===== config.mk =====
export PLATFORM = sky130hd
export DESIGN_NAME = toggle_sched
export DESIGN_NICKNAME = d
export VERILOG_FILES = /design/src/rtl/toggle_sched_pkg.sv /design/src/rtl/toggle_sched_half_cnt.sv /design/src/rtl/toggle_sched.sv
export SDC_FILE = /design/constraint.sdc
export NUM_CORES = 1
export LEC_CHECK = 0
export BUFFER_PORTS_ARGS = -buffer_cell sky130_fd_sc_hd__buf_2
export CAP_MARGIN = 25
export CORE_MARGIN = 8
export CORE_UTILIZATION = 30
export DETAILED_ROUTE_END_ITERATION = 8
export PLACE_DENSITY = 0.45
export SKIP_LAST_GASP = 1
export SLEW_MARGIN = 10
export SYNTH_ARGS = -nofsm -noshare
export SYNTH_HDL_FRONTEND = slang
export SYNTH_SLANG_ARGS = --single-unit

===== constraint.sdc =====
create_clock -name clk -period 4.92 [get_ports clk]
set_input_delay 0.492 -clock clk [delete_from_list [all_inputs] [get_ports clk]]
set_output_delay 0.492 -clock clk [all_outputs]
set_load 0.02 [all_outputs]

===== src/rtl/toggle_sched_pkg.sv =====
// -----------------------------------------------------------------------------
// toggle_sched_pkg
// Shared types and default parameters for the toggle scheduler.
//   state_t       : scheduler state (IDLE, RUN, DRAIN)
//   CNT_W_DEF     : default width of half-period / period-count fields
//   DEF_HALF_DEF  : default reset value of the half-period register
// -----------------------------------------------------------------------------
package toggle_sched_pkg;

    localparam int CNT_W_DEF    = 16;
    localparam int DEF_HALF_DEF = 10;

    typedef enum logic [1:0] {
        IDLE  = 2'd0,
        RUN   = 2'd1,
        DRAIN = 2'd2
    } state_t;

endpackage


===== src/rtl/toggle_sched_half_cnt.sv =====
// -----------------------------------------------------------------------------
// half_cnt
// Loadable down-counter with zero flag; times each half-period of clk_out.
// Ports:
//   clk, rst_n : clock / asynchronous active-low reset
//   load       : load load_val (has priority over counting)
//   load_val   : value to load
//   en         : decrement while non-zero
//   cnt        : current count (registered)
//   zero       : cnt == 0
// -----------------------------------------------------------------------------
module half_cnt #(
    parameter int W = 16
) (
    input  logic         clk,
    input  logic         rst_n,
    input  logic         load,
    input  logic [W-1:0] load_val,
    input  logic         en,
    output logic [W-1:0] cnt,
    output logic         zero
);

    always_ff @(posedge clk or negedge rst_n) begin
        if (!rst_n) begin
            cnt <= '0;
        end else if (load) begin
            cnt <= load_val;
        end else if (en && (cnt != '0)) begin
            cnt <= cnt - W'(1);
        end
    end

    assign zero = (cnt == '0);

endmodule


===== src/rtl/toggle_sched.sv =====
// -----------------------------------------------------------------------------
// toggle_sched
// Programmable divided / gated square-wave generator with start, graceful stop
// and finite-burst operation. All outputs are registered.
// Ports:
//   clk, rst_n            : system clock / asynchronous active-low reset
//   cfg_valid, cfg_ready  : configuration handshake (accepted only in IDLE)
//   cfg_half              : half-period in clk cycles (0 stored as 1)
//   cfg_cycles            : periods per burst (0 = continuous)
//   start, stop           : begin toggling / request graceful stop
//   clk_out               : generated square wave
//   edge_rise, edge_fall  : one-cycle pulses coincident with clk_out edges
//   busy                  : scheduler not idle
//   done                  : one-cycle pulse on return to IDLE
// -----------------------------------------------------------------------------
module toggle_sched
    import toggle_sched_pkg::*;
#(
    parameter int CNT_W    = CNT_W_DEF,
    parameter int DEF_HALF = DEF_HALF_DEF
) (
    input  logic             clk,
    input  logic             rst_n,
    input  logic             cfg_valid,
    output logic             cfg_ready,
    input  logic [CNT_W-1:0] cfg_half,
    input  logic [CNT_W-1:0] cfg_cycles,
    input  logic             start,
    input  logic             stop,
    output logic             clk_out,
    output logic             edge_rise,
    output logic             edge_fall,
    output logic             busy,
    output logic             done
);

    state_t             state_reg;
    logic [CNT_W-1:0]   half_reg;
    logic [CNT_W-1:0]   cyc_reg;
    logic [CNT_W-1:0]   per_reg;
    logic [CNT_W-1:0]   cnt;
    logic               cnt_zero;

    logic               cfg_fire;
    logic [CNT_W-1:0]   half_in;
    logic [CNT_W-1:0]   eff_half;
    logic               start_go;
    logic               running;
    logic               tick;
    logic               rise_t;
    logic               fall_t;
    logic [CNT_W-1:0]   per_next;
    logic               cnt_load;
    logic [CNT_W-1:0]   cnt_load_val;

    // cfg_ready is registered as (state == IDLE), so it doubles as the accept gate.
    assign cfg_fire = cfg_valid && cfg_ready;
    assign half_in  = (cfg_half == '0) ? CNT_W'(1) : cfg_half;
    // A config accepted in the same cycle as start takes effect immediately.
    assign eff_half = cfg_fire ? half_in : half_reg;
    assign start_go = (state_reg == IDLE) && start && !stop;
    assign running  = (state_reg != IDLE);
    assign tick     = running && cnt_zero;
    assign rise_t   = tick && !clk_out;
    assign fall_t   = tick && clk_out;
    assign per_next = per_reg + CNT_W'(1);

    assign cnt_load     = start_go || tick;
    assign cnt_load_val = start_go ? (eff_half - CNT_W'(1)) : (half_reg - CNT_W'(1));

    half_cnt #(.W(CNT_W)) u_half_cnt (
        .clk      (clk),
        .rst_n    (rst_n),
        .load     (cnt_load),
        .load_val (cnt_load_val),
        .en       (running),
        .cnt      (cnt),
        .zero     (cnt_zero)
    );

    always_ff @(posedge clk or negedge rst_n) begin
        if (!rst_n) begin
            state_reg <= IDLE;
            half_reg  <= CNT_W'(DEF_HALF);
            cyc_reg   <= '0;
            per_reg   <= '0;
            clk_out   <= 1'b0;
            edge_rise <= 1'b0;
            edge_fall <= 1'b0;
            busy      <= 1'b0;
            done      <= 1'b0;
            cfg_ready <= 1'b1;
        end else begin
            edge_rise <= 1'b0;
            edge_fall <= 1'b0;
            done      <= 1'b0;
            unique case (state_reg)
                IDLE: begin
                    if (cfg_fire) begin
                        half_reg <= half_in;
                        cyc_reg  <= cfg_cycles;
                    end
                    if (start_go) begin
                        state_reg <= RUN;
                        per_reg   <= '0;
                        busy      <= 1'b1;
                        cfg_ready <= 1'b0;
                    end
                end
                RUN: begin
                    if (tick) begin
                        clk_out   <= !clk_out;
                        edge_rise <= rise_t;
                        edge_fall <= fall_t;
                    end
                    if (fall_t) begin
                        per_reg <= per_next;
                        // A stop landing on the falling toggle has nothing left
                        // to drain: the high phase just completed.
                        if (((cyc_reg != '0) && (per_next == cyc_reg)) || stop) begin
                            state_reg <= IDLE;
                            busy      <= 1'b0;
                            cfg_ready <= 1'b1;
                            done      <= 1'b1;
                        end
                    end else if (stop) begin
                        if (!clk_out && !tick) begin
                            state_reg <= IDLE;
                            busy      <= 1'b0;
                            cfg_ready <= 1'b1;
                            done      <= 1'b1;
                        end else begin
                            // High phase in progress or just starting: finish it.
                            state_reg <= DRAIN;
                        end
                    end
                end
                DRAIN: begin
                    // clk_out is high throughout DRAIN, so the only toggle is the fall.
                    if (tick) begin
                        clk_out   <= 1'b0;
                        edge_fall <= 1'b1;
                        state_reg <= IDLE;
                        busy      <= 1'b0;
                        cfg_ready <= 1'b1;
                        done      <= 1'b1;
                    end
                end
                default: begin
                    state_reg <= IDLE;
                    clk_out   <= 1'b0;
                    busy      <= 1'b0;
                    cfg_ready <= 1'b1;
                end
            endcase
        end
    end

endmodule

# After elaboration in Yosys (flattened, before gate mapping)
# Index checks and enable logic that the tools add are counted.
word_totals:
  in_bits: 37
  wordCells: 94
  latchBits: 0
  mem_count: 0
  ram_bits: 0
  rom_bits: 0
  ff_bits: 72
  out_inout_bits: 6
op_classes:
  addsub: 4
  reduce_logical: 27
  bitwise_logic: 1
  n_mux: 41
  div: 0
  multipliers: 0
  magnitude_cmp: 0
  n_shift: 0
  eq_ne: 10
op_table:
  columns: ["cell", "n"]
  rows:
  - ["16-bit two-way mux", 7]
  - ["16-bit by 1-bit subtractor with 16-bit output (second input constant)", 3]
  - ["16-bit logical NOT", 2]
  - ["16-bit one-hot mux with 2 select lines", 1]
  - ["16-bit nonzero test", 2]
  - ["1-bit two-way mux", 21]
  - ["16-bit by 1-bit adder with 16-bit output (second input constant)", 1]
  - ["16-bit equality test", 1]
  - ["2-bit two-way mux", 6]
  - ["1-bit logical AND", 9]
  - ["3-bit != test (second input constant)", 3]
  - ["1-bit one-hot mux with 3 select lines", 3]
  - ["2-bit != test (second input constant)", 4]
  - ["2-bit one-hot mux with 3 select lines", 1]
  - ["3-bit AND reduction", 2]
  - ["2-bit nonzero test", 3]
  - ["5-bit AND reduction", 1]
  - ["1-bit one-hot mux with 2 select lines", 2]
  - ["4-bit AND reduction", 1]
  - ["1-bit logical NOT", 3]
  - ["2-bit by 1-bit equality test with 1-bit output (second input constant)", 1]
  - ["2-bit equality test (second input constant)", 1]
  - ["2-bit logical NOT", 1]
  - ["1-bit logical OR", 2]
  - ["2 further kinds", 2]

# Logic depth before layout (Yosys ltp)
# Gate-level depths: netlist of the first run.
logic_depth:
  ltp_word: 8
  mapped_depth: 14
  mapped_depth_nobuf: 12

# Modules after synthesis
# A second synthesis of the first run with hierarchy kept.
unflattened:
  hier_cells: 513
  hier_area_um2: 4753.3
modules_own_cells:
  columns: ["mod", "instances", "area_per_inst_um2", "cells_each", "seq_area_each_um2"]
  rows:
  - ["toggle_sched", 1, 3689.8, 389, 1405.1]
  - ["half_cnt", 1, 1063.5, 124, 400.4]

# Worst setup path before layout of the first run
# Ideal clock, no wire load.
synth_path:
  path_kind: "register to register"
  startpoint: "reg state_reg[0]"
  endpoint: "reg state_reg[0]"
  stages_incl_launch_ff: 14
  setup_ns: 0.080
  slack_ns: 1.428
  period_less_slack_ns: 3.492
  n_path_buf: 1
  arrival_time_ns: 3.412
  required_time_ns: 4.840
  cell_sequence: "dfrtp_1 > inv_1 > ha_1 > buf_2 > nor4_1 > nand2_1 > nor2_1 > ha_1 > nand3_1 > or4_1 > or4_4 > a211o_1 > mux2_4 > o211ai_2"
synth_between:
  elab_chain_len: 5
  word_cells_on_any_way: 15
  cone_classes: "eq/ne (6); mux (2); reduce/logical (7)"
synth_lines:
  columns: ["item", "line_no", "rtl"]
  rows:
  - ["start: declaration", "toggle_sched.sv:37", "state_t state_reg;"]
  - ["start signal: assignment", "toggle_sched.sv:83", "state_reg <= IDLE;"]
  - ["start signal: assignment", "toggle_sched.sv:104", "state_reg <= RUN;"]
  - ["start signal: assignment", "toggle_sched.sv:121", "state_reg <= IDLE;"]
  - ["2-bit nonzero test / 2-bit logical NOT (equally long branches)", "toggle_sched.sv:62, toggle_sched.sv:61, toggle_sched.sv:97", null]
  - ["1-bit logical AND, on equally long branches", "toggle_sched.sv:63, toggle_sched.sv:61", null]
  - ["1-bit logical AND, on equally long branches", "toggle_sched.sv:65, toggle_sched.sv:61", null]
  - ["3-bit != test (no source line), or another cell as far along", null, null]
  - ["4-bit AND reduction (no source line) / 2-bit one-hot mux with 3 select lines (equally long branches)", null, null]
# Parallel ways exist; a longest one is shown, timed or not.
# A chain may end at the register's enable or synchronous reset.

# Final worst setup path of the first run
# Ends and elaborated chain as after synthesis.

==> results of run 1 <==
## cell type report
cell class,count,area share
clock buffer,14,0.0546
clock inverter,2,0.00673
inverter,14,0.0101
multi-input combinational,364,0.484
sequential,72,0.347
tap,184,0.0442
timing repair buffer,48,0.0539
## worst min path at each step
stage / cells after the start / to / startpoint
finish: 2 / cyc_reg[0] / cfg_cycles[0]
global route: 2 / cyc_reg[13] / cfg_cycles[13]
CTS: 1 / edge_fall / rst_n
detailed placement: 1 / half_reg[4] / half_reg[4]
global placement: 1 / half_reg[4] / half_reg[4]
floorplan: 0 / busy / rst_n
## per-stage QoR
step	setup WS (ps)	area (µm²)	std cells	utilization	hold slack [ps]
CTS	859	5170	696	0.355	352
global route	585	5200	698	0.358	379
global placement	1090	4850	680	0.334	494
finish	853	5200	698	0.358	380
detailed placement	892	4850	680	0.334	497
floorplan	1430	4480	474	-	196
## synth_stat cells, types with 3 or more instances
library cell	instances	area share
sky130_fd_sc_hd__a211oi_1	3	0.0050
sky130_fd_sc_hd__a21oi_1	16	0.018
sky130_fd_sc_hd__a31oi_1	4	0.0056
sky130_fd_sc_hd__and2_1	4	0.0056
sky130_fd_sc_hd__and3_1	8	0.011
sky130_fd_sc_hd__and4_1	4	0.0078
sky130_fd_sc_hd__buf_2	3	0.0034
sky130_fd_sc_hd__clkbuf_1	17	0.014
sky130_fd_sc_hd__dfrtp_1	69	0.39
sky130_fd_sc_hd__dfstp_2	3	0.018
sky130_fd_sc_hd__ha_1	10	0.028
sky130_fd_sc_hd__inv_1	13	0.011
sky130_fd_sc_hd__mux2_2	36	0.091
sky130_fd_sc_hd__mux2i_1	6	0.013
sky130_fd_sc_hd__nand2_1	44	0.037
sky130_fd_sc_hd__nand3_1	26	0.029
sky130_fd_sc_hd__nand4_1	15	0.021
sky130_fd_sc_hd__nor2_1	30	0.025
sky130_fd_sc_hd__nor3_1	5	0.0056
sky130_fd_sc_hd__nor3b_1	3	0.0050
sky130_fd_sc_hd__nor4_1	14	0.020
sky130_fd_sc_hd__o21ai_0	38	0.042
sky130_fd_sc_hd__o221ai_1	11	0.022
sky130_fd_sc_hd__o31ai_1	3	0.0050
sky130_fd_sc_hd__or2_2	3	0.0042
sky130_fd_sc_hd__or3_1	6	0.0084
sky130_fd_sc_hd__xnor2_1	20	0.039
sky130_fd_sc_hd__xor2_1	13	0.025
## power by group
part           internal (mW)  switching [mW]
sequential             0.816           0.204
clock                  0.447           0.257
combinational          0.456           0.548
## routing by layer
| layer | track usage | up-vias |
|---|---|---|
| met1 | 0.168 | 1862 |
| li1 | - | 1842 |
| met5 | 0 | - |
| met3 | 0.0226 | 18 |
| met2 | 0.222 | 53 |
| met4 | 0.0618 | 0 |
## cells in the final DEF, fill, tap and decap left out, types with 3 or more instances in the layout
cell	n
sky130_fd_sc_hd__nand4_1	15
sky130_fd_sc_hd__mux2i_1	6
sky130_fd_sc_hd__nor3_1	5
sky130_fd_sc_hd__a31oi_1	4
sky130_fd_sc_hd__clkbuf_16	9
sky130_fd_sc_hd__buf_2	41
sky130_fd_sc_hd__xnor2_1	20
sky130_fd_sc_hd__nand3_1	26
sky130_fd_sc_hd__a21oi_1	16
sky130_fd_sc_hd__ha_1	10
sky130_fd_sc_hd__inv_1	13
sky130_fd_sc_hd__nor2_1	30
sky130_fd_sc_hd__o221ai_1	11
sky130_fd_sc_hd__xor2_1	13
sky130_fd_sc_hd__dfrtp_1	69
sky130_fd_sc_hd__and4_1	4
sky130_fd_sc_hd__o21ai_0	38
sky130_fd_sc_hd__dfstp_2	3
sky130_fd_sc_hd__nor4_1	14
sky130_fd_sc_hd__or3_1	6
sky130_fd_sc_hd__mux2_2	36
sky130_fd_sc_hd__nand2_1	44
sky130_fd_sc_hd__or2_2	3
sky130_fd_sc_hd__and2_1	4
sky130_fd_sc_hd__o31ai_1	3
sky130_fd_sc_hd__a211oi_1	3
sky130_fd_sc_hd__buf_4	5
sky130_fd_sc_hd__nor3b_1	3
sky130_fd_sc_hd__clkbuf_8	4
sky130_fd_sc_hd__and3_1	8
## cell families (layout without fill, tap and decap cells)
| family | after synthesis | count (layout) | share of synthesized area |
|---|---|---|---|
| mux | 43 | 43 | 0.107 |
| flops | 72 | 72 | 0.403 |
| buf+inv | 38 | 78 | 0.0344 |
| fa+ha+maj | 11 | 11 | 0.0302 |
| simple gates | 174 | 174 | 0.205 |
| compound gates | 103 | 103 | 0.155 |
| xor+xnor | 33 | 33 | 0.0646 |
## timing repair
item | 4_1_cts | 5_1_grt
hold buffers | 0 | 1
endpoints found under the hold margin | 0 | 8
endpoints found under the setup margin | 0 | 0
==> impl_table.tex, run 1 <==
\begin{tabular}{lr}
\hline
Metric & Value \\
\hline
\multicolumn{2}{l}{\textbf{Layout}} \\
\quad FF+latch area & 1810 µm² \\
\quad Filler instances & 1,503 \\
\quad Synthesis-to-layout area growth & 16.3\% \\
\quad Count of nets after finishing & 556 \\
\quad Fraction of layout instances using a drive strength above 1 & 0.224 \\
\quad Inserted Diodes & 0 \\
\quad Multi-input gate area in the final layout & 2520 µm² \\
\multicolumn{2}{l}{\textbf{Critical path}} \\
\quad End of the critical path & state\_reg[0] \\
\quad Family with the most delay on the worst path & simple AND/OR/NAND/NOR gates \\
\quad Crit Path Max Fanout & 18 \\
\quad Critical Path Start & state\_reg[0] \\
\quad Endpoint of the most critical register-to-register path & state\_reg[0] \\
\quad Crit path kind & reg2reg \\
\quad Required time worst endpoint & between 5000 and 6000 ps \\
\quad Startpoint of the worst-slack reg-to-reg timing path & state\_reg[0] \\
\quad Number of logic stages on the critical path including buffering & 13 \\
\quad CP Data Arrival Time & around 4300 ps \\
\quad Crit-path max cell delay & 520 ps \\
\quad Capturing element type of the critical path & flip-flop \\
\quad Cell with the largest stage delay on the worst path & sky130\_fd\_sc\_hd\_\_or4\_4 \\
\quad Reg2Reg Depth & 13 \\
\quad Sum of buffers and inverters on the critical path & 2 \\
\quad Cell-by-cell listing of the critical path & inv\_1 > ha\_1 > nand3b\_1 > buf\_4 > nand4\_1 > nor2\_1 > ha\_1 > nand3\_1 > or4\_1 > or4\_4 > a211o\_1 > mux2\_4 > o211ai\_2 \\
\quad CP startpoint kind & flip-flop \\
\quad Reg2reg setup slack & between 800 and 900 ps \\
\quad Most common cell type on the critical path & sky130\_fd\_sc\_hd\_\_ha\_1 \\
\multicolumn{2}{l}{\textbf{Timing}} \\
\quad Total negative slack & 0 ps \\
\quad Slew Limit Fails & 0 \\
\quad Final Hold Viols & 0 \\
\quad Clock Skews & around 8.7 ps \\
\quad Final setup vio count & 0 \\
\quad Post-route fraction of the period consumed by the critical path & 0.827 \\
\quad Worst-case headroom to the max-slew limit & 0.431 \\
\quad F\_max & 246 MHz \\
\quad Final critical-path required period & slightly above 4000 ps \\
\quad Transition time at the pin with the least slew margin & 846 ps \\
\quad Unrepaired setup endpoints after global routing & no \\
\multicolumn{2}{l}{\textbf{Synthesis}} \\
\quad Post-synthesis sequential area ratio & 0.403 \\
\quad Number of synthesized flops with an enable pin & 0 \\
\quad Number of cells produced by synthesis & 474 \\
\quad Post-Syn Area & approximately 4500 µm² \\
\quad Synth Area per Inst & approximately 9.4 µm² \\
\quad Yosys reg bits & 72 \\
\quad Synth cell types & 63 \\
\quad Top FF cell, synth & sky130\_fd\_sc\_hd\_\_dfrtp\_1 \\
\quad Fraction of synthesis flops using an asynchronous set or reset pin & 1.00 \\
\quad Post-synthesis net count & 521 \\
\quad Count of warnings emitted by yosys & 0 \\
\multicolumn{2}{l}{\textbf{CTS}} \\
\quad Post-cts repair resize count & 0 \\
\quad H-tree depth & 3 \\
\quad Clock Tree Buf Depth & 2 \\
\quad Post-CTS repair timing setup buffer count & 0 \\
\quad CTS tree & done \\
\quad Number of clock sinks seen by CTS & 72 \\
\quad Source-to-sink clock delay at the later pin of the worst-skew pair & 350 ps \\
\quad Clock root buffer & sky130\_fd\_sc\_hd\_\_clkbuf\_16 \\
\quad Clock-pin slew reported for the worst setup and hold paths after clock tree synthesis & $\sim$60 ps \\
\quad Total CTS buffers & 9 \\
\multicolumn{2}{l}{\textbf{Drt}} \\
\quad Detailed-routed wire length on met2 & 6.28 mm \\
\quad Wire length on met3 & between 300 and 400 µm \\
\quad DR vias & 3,775 \\
\quad Residual DRC count & 0 \\
\quad Number of design-rule violations left by the first detailed-router iteration & about 240 \\
\quad DR vias/cell & $\sim$5.4 \\
\quad DRT Wirelength & 12.7 mm \\
\quad Final antenna-violating net count & 0 \\
\quad Detail-routed net length per standard cell & 18.2 µm \\
\quad Post-Route M1 WL & 5.81 mm \\
\quad Number of optimization iterations in the first detailed-route pass & 4 \\
\quad Top layer in use & met4 \\
\multicolumn{2}{l}{\textbf{Global route}} \\
\quad Via count of the first global-routing pass & 3,897 \\
\quad Total congestion overflow after global routing & 0 \\
\quad Initial antenna violation count & 0 \\
\quad Maximum number of pins on one net before global-route repair & 73 \\
\quad Wire length of the first global-routing pass & 21.1 mm \\
\quad GRT Total Usage & 0.135 \\
\multicolumn{2}{l}{\textbf{Floorplan}} \\
\quad Total I/O pin count & 43 \\
\quad Die Footprint & around 19,000 µm² \\
\quad Effective utilization at floorplan & 0.308 \\
\quad Die Wd & 138 µm \\
\quad Site row count & between 40 and 50 \\
\quad Core Footprint & between 10,000 and 15,000 µm² \\
\quad Floorplan die height & 138 µm \\
\multicolumn{2}{l}{\textbf{Run status}} \\
\quad Run status & finished, final reports clean \\
\multicolumn{2}{l}{\textbf{Placement}} \\
\quad IO buf count & 42 \\
\quad Final HPWL DP & 9.28 mm \\
\quad Final RePlAce weighted congestion & 0.814 \\
\multicolumn{2}{l}{\textbf{Power and ir drop}} \\
\quad Standby leakage power & approximately 2.1 nW \\
\quad Total power & 2.73 mW \\
\quad Worst IR Drop VDD & approximately 0.25 mV \\
\quad Power density of the placed cells & roughly 520 nW/µm² \\
\multicolumn{2}{l}{\textbf{Run}} \\
\quad MaxCap Viol Count & 0 \\
\multicolumn{2}{l}{\textbf{Worst hold path}} \\
\quad Path class of the lowest-slack min-delay path & in2reg \\
\hline
\end{tabular}
Note: power is estimated with default switching activity, not from simulation.
==> run 2, diff against run 1 <==
ABC_AREA = 1   (was not set)
clock period = 3.8 ns   (was 4.92 ns; I/O delays follow)
==> impl_table.tex, run 2 <==
\begin{tabular}{lr}
\hline
Metric & Value \\
\hline
\multicolumn{2}{l}{\textbf{Global route}} \\
\quad Initial antenna violation count & 0 \\
\quad Maximum number of pins on one net before global-route repair & 73 \\
\quad Total congestion overflow after global routing & 0 \\
\quad Via count of the first global-routing pass & approximately 4,300 \\
\quad Fraction of met2 tracks used by global routing & 0.221 \\
\quad Met3 usage in global routing & 0.0262 \\
\quad GRT Total Usage & 0.145 \\
\quad Layer with the highest usage after global routing & met2 \\
\quad Wire length of the first global-routing pass & 22.9 mm \\
\quad GR met1 Demand/Resource & 0.195 \\
\multicolumn{2}{l}{\textbf{Floorplan}} \\
\quad Die Wd & 142 µm \\
\quad Site row count & 46 \\
\quad Total I/O pin count & 43 \\
\quad Core Footprint & 15,700 µm² \\
\quad Floorplan die height & between 100 and 150 µm \\
\quad Die Footprint & 20,200 µm² \\
\quad Effective utilization at floorplan & 0.303 \\
\multicolumn{2}{l}{\textbf{Synthesis}} \\
\quad Post-synthesis net count & 725 \\
\quad Top FF cell, synth & sky130\_fd\_sc\_hd\_\_dfrtp\_1 \\
\quad Yosys reg bits & 72 \\
\quad Synth cell types & 40 \\
\quad Leading cell types by count after synthesis & sky130\_fd\_sc\_hd\_\_nand2\_1 (214), sky130\_fd\_sc\_hd\_\_inv\_1 (74), sky130\_fd\_sc\_hd\_\_dfrtp\_1 (69) \\
\quad Share of Yosys cell area claimed by the top area cell type & 0.362 \\
\quad Post-Syn Area & 4770 µm² \\
\quad Count of warnings emitted by yosys & 0 \\
\quad Number of cells produced by synthesis & between 600 and 700 \\
\quad Most used standard cell by instance count after synthesis & sky130\_fd\_sc\_hd\_\_nand2\_1 \\
\quad Post-synthesis sequential area ratio & 0.379 \\
\quad Synth Area per Inst & 7.03 µm² \\
\quad Area contributors post-synth & sky130\_fd\_sc\_hd\_\_dfrtp\_1 (36\%), sky130\_fd\_sc\_hd\_\_nand2\_1 (17\%), sky130\_fd\_sc\_hd\_\_nand3\_1 (6.5\%), sky130\_fd\_sc\_hd\_\_inv\_1 (5.8\%), sky130\_fd\_sc\_hd\_\_o21ai\_0 (5.4\%) \\
\quad Fraction of synthesis flops using an asynchronous set or reset pin & 1.00 \\
\quad Number of synthesized flops with an enable pin & 0 \\
\quad Largest area contributor in the synthesized netlist & sky130\_fd\_sc\_hd\_\_dfrtp\_1 \\
\multicolumn{2}{l}{\textbf{Layout}} \\
\quad Finished Core Util & 0.353 \\
\quad Synthesis-to-layout area growth & 16.5\% \\
\quad Finished Cell Area & 5550 µm² \\
\quad Inserted Diodes & 0 \\
\quad Commonest cells after routing, fill and taps aside & sky130\_fd\_sc\_hd\_\_nand2\_1 (214), sky130\_fd\_sc\_hd\_\_inv\_1 (74), sky130\_fd\_sc\_hd\_\_dfrtp\_1 (69), sky130\_fd\_sc\_hd\_\_nor2\_1 (62), sky130\_fd\_sc\_hd\_\_nand3\_1 (62) \\
\quad Fraction of layout instances using a drive strength above 1 & 0.161 \\
\quad Count of nets after finishing & 769 \\
\quad Most common cell after layout, fill and taps aside & sky130\_fd\_sc\_hd\_\_nand2\_1 \\
\multicolumn{2}{l}{\textbf{Power and ir drop}} \\
\quad Sequential fraction of design power & 0.321 \\
\quad Standby leakage power & 2.62 nW \\
\quad Portion of total power attributed to the clock network & 0.248 \\
\quad Switching share of power & 0.429 \\
\quad Internal power contribution & around 2.2 mW \\
\quad Combinational group share of total power & 0.431 \\
\quad Worst IR Drop VDD & 0.247 mV \\
\quad Net switching power & 1.63 mW \\
\quad Power density of the placed cells & 686 nW/µm² \\
\multicolumn{2}{l}{\textbf{Run status}} \\
\quad Violations in the final reports & negative hold slack \\
\quad Run status & finished, violations left \\
\multicolumn{2}{l}{\textbf{Run}} \\
\quad MaxCap Viol Count & 0 \\
\multicolumn{2}{l}{\textbf{CTS}} \\
\quad H-tree depth & 3 \\
\quad Clock Tree Buf Depth & 2 \\
\quad Post-cts repair resize count & 0 \\
\quad Total CTS buffers & 9 \\
\quad Number of clock sinks seen by CTS & 72 \\
\quad CTS tree & done \\
\quad Post-CTS repair timing setup buffer count & 0 \\
\quad Hold-fix buffers at CTS & 0 \\
\quad Clock root buffer & sky130\_fd\_sc\_hd\_\_clkbuf\_16 \\
\quad Clock-pin slew reported for the worst setup and hold paths after clock tree synthesis & 60 ps \\
\quad Source-to-sink clock delay at the later pin of the worst-skew pair & 350 ps \\
\multicolumn{2}{l}{\textbf{Timing}} \\
\quad Final setup vio count & 0 \\
\quad Worst Setup Slack, final & 822 ps \\
\quad Unrepaired setup endpoints after global routing & no \\
\quad Total negative slack & 0 ps \\
\quad Post-route fraction of the period consumed by the critical path & 0.784 \\
\quad Final Hold Viols & 4 \\
\quad Worst-case headroom to the max-slew limit & 0.596 \\
\quad Final critical-path required period & 2980 ps \\
\quad F\_max & 336 MHz \\
\quad Clock Skews & $\sim$9.7 ps \\
\quad Transition time at the pin with the least slew margin & 604 ps \\
\quad Slew Limit Fails & 0 \\
\quad Final worst hold slack & -7.52 ps \\
\multicolumn{2}{l}{\textbf{Placement}} \\
\quad Final RePlAce weighted congestion & 0.843 \\
\quad Final HPWL DP & approximately 10 mm \\
\quad IO buf count & 42 \\
\quad Worst setup slack before clock tree synthesis & 858 ps \\
\quad Placed Instance Area & 5210 µm² \\
\multicolumn{2}{l}{\textbf{Drt}} \\
\quad Final antenna-violating net count & 0 \\
\quad Residual DRC count & 0 \\
\quad Number of optimization iterations in the first detailed-route pass & 4 \\
\quad DR vias & 4,471 \\
\quad Number of design-rule violations left by the first detailed-router iteration & 273 \\
\quad DR vias/cell & 4.74 \\
\quad Detail-routed net length per standard cell & 14.9 µm \\
\quad DRT Wirelength & 14.0 mm \\
\multicolumn{2}{l}{\textbf{Critical path}} \\
\quad Critical Path Start & state\_reg[0] \\
\quad Required time worst endpoint & 4060 ps \\
\quad Reg2reg setup slack & around 800 ps \\
\quad Startpoint of the worst-slack reg-to-reg timing path & state\_reg[0] \\
\quad Endpoint of the most critical register-to-register path & u\_half\_cnt.cnt[10] \\
\quad Reg2Reg Depth & 16 \\
\quad Crit Path Max Fanout & 14 \\
\quad Capturing element type of the critical path & flip-flop \\
\quad CP Data Arrival Time & 3240 ps \\
\quad Crit path kind & reg2reg \\
\quad CP startpoint kind & flip-flop \\
\multicolumn{2}{l}{\textbf{Worst hold path}} \\
\quad Path class of the lowest-slack min-delay path & in2async \\
\hline
\end{tabular}
==> run 2: cell count changes after synthesis, sizes merged, moves of 8 or more <==
| cell | previous run | this run |
|---|---|---|
| and3 | 8 | 0 |
| clkbuf | 17 | 7 |
| inv | 13 | 79 |
| mux2 | 37 | 1 |
| nand2 | 44 | 223 |
| nand3 | 26 | 69 |
| nor2 | 30 | 86 |
| nor4 | 15 | 0 |
| o21ai | 38 | 56 |
| o221ai | 11 | 0 |
| o22ai | 1 | 23 |
| xnor2 | 20 | 1 |
| xor2 | 13 | 3 |
==> run 2: power groups by stage <==
stage               registers (mW)  clock network [mW]  logic (mW)
floorplan                     1.18                   0        1.24
global placement              1.23                   0        1.64
detailed placement            1.24                   0        1.65
CTS                           1.22               0.968        1.66
global route                  1.26               0.997        1.86
finish                        1.22               0.946        1.64
==> run 2: kinds of logic (layout without fill, tap and decap cells) <==
group	after synthesis	count (layout)	synth area share
AOI/OAI and AO/OA	96	96	0.111
xor gates and xnor gates	4	4	0.00735
adders and majority gates	10	10	0.0262
buffers and inverters	96	145	0.0822
DFF	72	72	0.379
muxes	1	1	0.00236
and+or+nand+nor	399	399	0.392
==> run 2: routing by layer <==
metal | share of wire | wire, µm
met4 | 0.021 | 290
met2 | 0.44 | 6130
met1 | 0.50 | 7060
met3 | 0.038 | 538
met5 | 0 | 0
==> run 2: per-stage QoR <==
| stage | power [mW] | std cells | hold slack, ps |
|---|---|---|---|
| floorplan | 2.42 | 678 | 84.4 |
| global placement | 2.88 | 926 | 459 |
| global route | 4.11 | 943 | 30.1 |
| CTS | 3.85 | 942 | 219 |
| finish | 3.81 | 943 | -7.52 |
| detailed placement | 2.88 | 926 | 465 |
==> run 2: worst max-delay path by stage <==
stage / end / depth (start not counted)
final: u_half_cnt.cnt[10] / 16
after global routing: u_half_cnt.cnt[14] / 19
after CTS: u_half_cnt.cnt[10] / 16
after detailed placement: u_half_cnt.cnt[14] / 19
after global placement: u_half_cnt.cnt[14] / 19
after floorplan: u_half_cnt.cnt[14] / 20
==> run 2: layout make-up <==
type / count / area (µm²)
Clock buffer: 10 / 229
Clock inverter: 6 / 91.3
Fill cell: 1716 / 10200
Inverter: 80 / 300
Multi-Input combinational cell: 510 / 2580
Sequential cell: 72 / 1810
Tap cell: 216 / 270
Timing Repair Buffer: 49 / 278
==> run 2: critical path, cell delays in order (launching register included) <==
cell and delay (ps):
sky130_fd_sc_hd__dfrtp_1 380, sky130_fd_sc_hd__inv_1 90, sky130_fd_sc_hd__ha_1 300, sky130_fd_sc_hd__nor2_1 150
sky130_fd_sc_hd__nand2_1 70, sky130_fd_sc_hd__nor2_2 120, sky130_fd_sc_hd__nand3_2 280, sky130_fd_sc_hd__nand2_2 290
sky130_fd_sc_hd__nor2_2 70, sky130_fd_sc_hd__nor2_4 150, sky130_fd_sc_hd__ha_1 180, sky130_fd_sc_hd__nand3_1 160
sky130_fd_sc_hd__nor2_4 150, sky130_fd_sc_hd__nand3_2 140, sky130_fd_sc_hd__nor2_1 150, sky130_fd_sc_hd__nor2_1 60
sky130_fd_sc_hd__a21oi_1 150
==> run 3, diff against run 2 <==
ABC_AREA = 0   (was 1)
clock period = 2.89 ns   (was 3.8 ns; I/O delays follow)
==> impl_table.tex, run 3 (synthesis results as in run 1) <==
\begin{tabular}{lr}
\hline
Metric & Value \\
\hline
\multicolumn{2}{l}{\textbf{Global route}} \\
\quad Initial antenna violation count & 0 \\
\quad Via count of the first global-routing pass & 4,192 \\
\quad Wire length of the first global-routing pass & 22.3 mm \\
\quad Total congestion overflow after global routing & 0 \\
\quad Maximum number of pins on one net before global-route repair & 73 \\
\quad GRT Total Usage & 0.142 \\
\multicolumn{2}{l}{\textbf{Timing}} \\
\quad Post-route fraction of the period consumed by the critical path & 1.03 \\
\quad F\_max & 337 MHz \\
\quad Final setup vio count & 4 \\
\quad Final critical-path required period & 2970 ps \\
\quad Final Hold Viols & 0 \\
\quad Slew Limit Fails & 0 \\
\quad Unrepaired setup endpoints after global routing & yes \\
\quad Clock Skews & 9.54 ps \\
\quad Worst Setup Slack, final & -80.6 ps \\
\quad Worst-case headroom to the max-slew limit & 0.604 \\
\quad Transition time at the pin with the least slew margin & 592 ps \\
\multicolumn{2}{l}{\textbf{CTS}} \\
\quad Clock root buffer & sky130\_fd\_sc\_hd\_\_clkbuf\_16 \\
\quad Clock-pin slew reported for the worst setup and hold paths after clock tree synthesis & 60 ps \\
\quad Number of clock sinks seen by CTS & 72 \\
\quad Source-to-sink clock delay at the later pin of the worst-skew pair & 350 ps \\
\quad Clock Tree Buf Depth & 2 \\
\quad CTS tree & done \\
\quad Total CTS buffers & 9 \\
\quad H-tree depth & 3 \\
\multicolumn{2}{l}{\textbf{Critical path}} \\
\quad Cell with the largest stage delay on the worst path & sky130\_fd\_sc\_hd\_\_or4\_4 \\
\quad Critical Path Start & u\_half\_cnt.cnt[4] \\
\quad Cell-by-cell listing of the critical path & nor4\_2 > nand4\_1 > buf\_4 > nor2\_4 > ha\_4 > nand3\_2 > or4\_1 > or4\_4 > a211o\_1 > mux2\_4 > o211ai\_2 \\
\quad Endpoint of the most critical register-to-register path & state\_reg[0] \\
\quad CP Data Arrival Time & 3230 ps \\
\quad Required time worst endpoint & 3150 ps \\
\quad Crit-path max cell delay & 500 ps \\
\quad Reg2Reg Depth & 11 \\
\quad Reg2reg setup slack & -80 ps \\
\quad Crit path kind & reg2reg \\
\quad Capturing element type of the critical path & flip-flop \\
\quad CP startpoint kind & flip-flop \\
\quad Startpoint of the worst-slack reg-to-reg timing path & u\_half\_cnt.cnt[4] \\
\quad Crit Path Max Fanout & 2 \\
\quad End of the critical path & state\_reg[0] \\
\multicolumn{2}{l}{\textbf{Layout}} \\
\quad Synthesis-to-layout area growth & 38.9\% \\
\quad Finished Cell Area & 6220 µm² \\
\quad Count of nets after finishing & between 600 and 700 \\
\quad Commonest cells after routing, fill and taps aside & sky130\_fd\_sc\_hd\_\_buf\_4 (95), sky130\_fd\_sc\_hd\_\_dfrtp\_1 (69), sky130\_fd\_sc\_hd\_\_nand2\_1 (42), sky130\_fd\_sc\_hd\_\_buf\_2 (41) \\
\quad Most common cell after layout, fill and taps aside & sky130\_fd\_sc\_hd\_\_buf\_4 \\
\quad Inserted Diodes & 0 \\
\quad Fraction of layout instances using a drive strength above 1 & 0.397 \\
\multicolumn{2}{l}{\textbf{Drt}} \\
\quad Number of optimization iterations in the first detailed-route pass & 4 \\
\quad Number of design-rule violations left by the first detailed-router iteration & around 260 \\
\quad DR vias/cell & between 5 and 6 \\
\quad Final antenna-violating net count & 0 \\
\quad Residual DRC count & 0 \\
\quad DR vias & 4,045 \\
\quad DRT Wirelength & 13.9 mm \\
\quad Detail-routed net length per standard cell & 17.5 µm \\
\multicolumn{2}{l}{\textbf{Floorplan}} \\
\quad Floorplan die height & 138 µm \\
\quad Die Wd & $\sim$140 µm \\
\quad Die Footprint & 19,100 µm² \\
\quad Site row count & 44 \\
\quad Effective utilization at floorplan & 0.308 \\
\quad Core Footprint & 14,500 µm² \\
\quad Total I/O pin count & 43 \\
\multicolumn{2}{l}{\textbf{Worst hold path}} \\
\quad Path class of the lowest-slack min-delay path & in2reg \\
\multicolumn{2}{l}{\textbf{Run}} \\
\quad MaxCap Viol Count & 0 \\
\multicolumn{2}{l}{\textbf{Power and ir drop}} \\
\quad Total power & 5.46 mW \\
\quad Worst IR Drop VDD & 0.374 mV \\
\quad Power density of the placed cells & 879 nW/µm² \\
\quad Standby leakage power & between 2 and 3 nW \\
\multicolumn{2}{l}{\textbf{Placement}} \\
\quad Final HPWL DP & around 10 mm \\
\quad Final RePlAce weighted congestion & 0.864 \\
\quad IO buf count & 42 \\
\quad Worst setup slack before clock tree synthesis & -154 ps \\
\quad Placed Instance Area & 5450 µm² \\
\multicolumn{2}{l}{\textbf{Run status}} \\
\quad Run status & finished, violations left \\
\quad Violations in the final reports & negative setup slack \\
\hline
\end{tabular}
[run 3: cell types whose count changed in the layout (fill, tap and decap cells not counted), sizes merged, moves of 36 or more]
cell,change
buf,+94
mux2,+36
nor2,-56
nand2,-179
nand3,-43
inv,-66
[run 3: repair_timing]
action                     CTS  global route
hold endpoints to repair     0            11
buffers inserted             6            18
pin swaps                    8            20
setup endpoints to repair    7            16
gates cloned                 0             0
hold buffers                 0             1
resized for setup            9            32
[run 3: final cells by class]
| cell class | count | area (µm²) |
|---|---|---|
| Sequential cell | 72 | 1810 |
| Clock inverter | 4 | 76.3 |
| Clock buffer | 11 | 243 |
| Multi-Input combinational cell | 364 | 2780 |
| Timing Repair Buffer | 144 | 1020 |
| Inverter | 14 | 56.3 |
| Fill cell | 1464 | 8320 |
| Tap cell | 184 | 230 |
[run 3: routing by layer]
layer,wire (µm),track usage,share of wire
met2,7070,0.250,0.51
met3,319,0.0175,0.023
met1,6200,0.170,0.45
met5,0,0,0
met4,283,0.0629,0.020
[run 3: critical path, delay by kind of cell, from the launching register on]
family / cells / cell delay [ps]
AOI/OAI and AO/OA: 2 / 340
muxes: 1 / 310
DFF: 1 / 400
buffers and inverters: 1 / 170
and+or+nand+nor: 6 / 1520
adders and majority gates: 1 / 150
[run 3: where the power goes]
group | switching (mW) | internal [mW]
combinational | 1.19 | 1.30
sequential | 0.352 | 1.39
clock | 0.452 | 0.778
total | 2.00 | 3.47
[run 3: how the worst min path moves through the flow]
| stage | startpoint | to | slack, ps | depth (start not counted) |
|---|---|---|---|---|
| after global placement | half_reg[14] | half_reg[14] | 490 | 1 |
| after floorplan | rst_n | busy | -7 | 0 |
| after detailed placement | half_reg[14] | half_reg[14] | 490 | 1 |
| after CTS | rst_n | u_half_cnt.cnt[7] | 140 | 1 |
| after global routing | cfg_cycles[5] | cyc_reg[5] | 180 | 2 |
| final | cfg_cycles[3] | cyc_reg[3] | 180 | 2 |
[run 3: through the flow]
step,cells,hold slack (ps),setup TNS [ps],utilization
finish,793,176,-170,0.428
global route,793,175,-1410,0.428
CTS,774,144,-190,0.404
detailed placement,753,488,-453,0.375
global placement,753,485,-84.0,0.375
floorplan,474,-6.59,-923,-
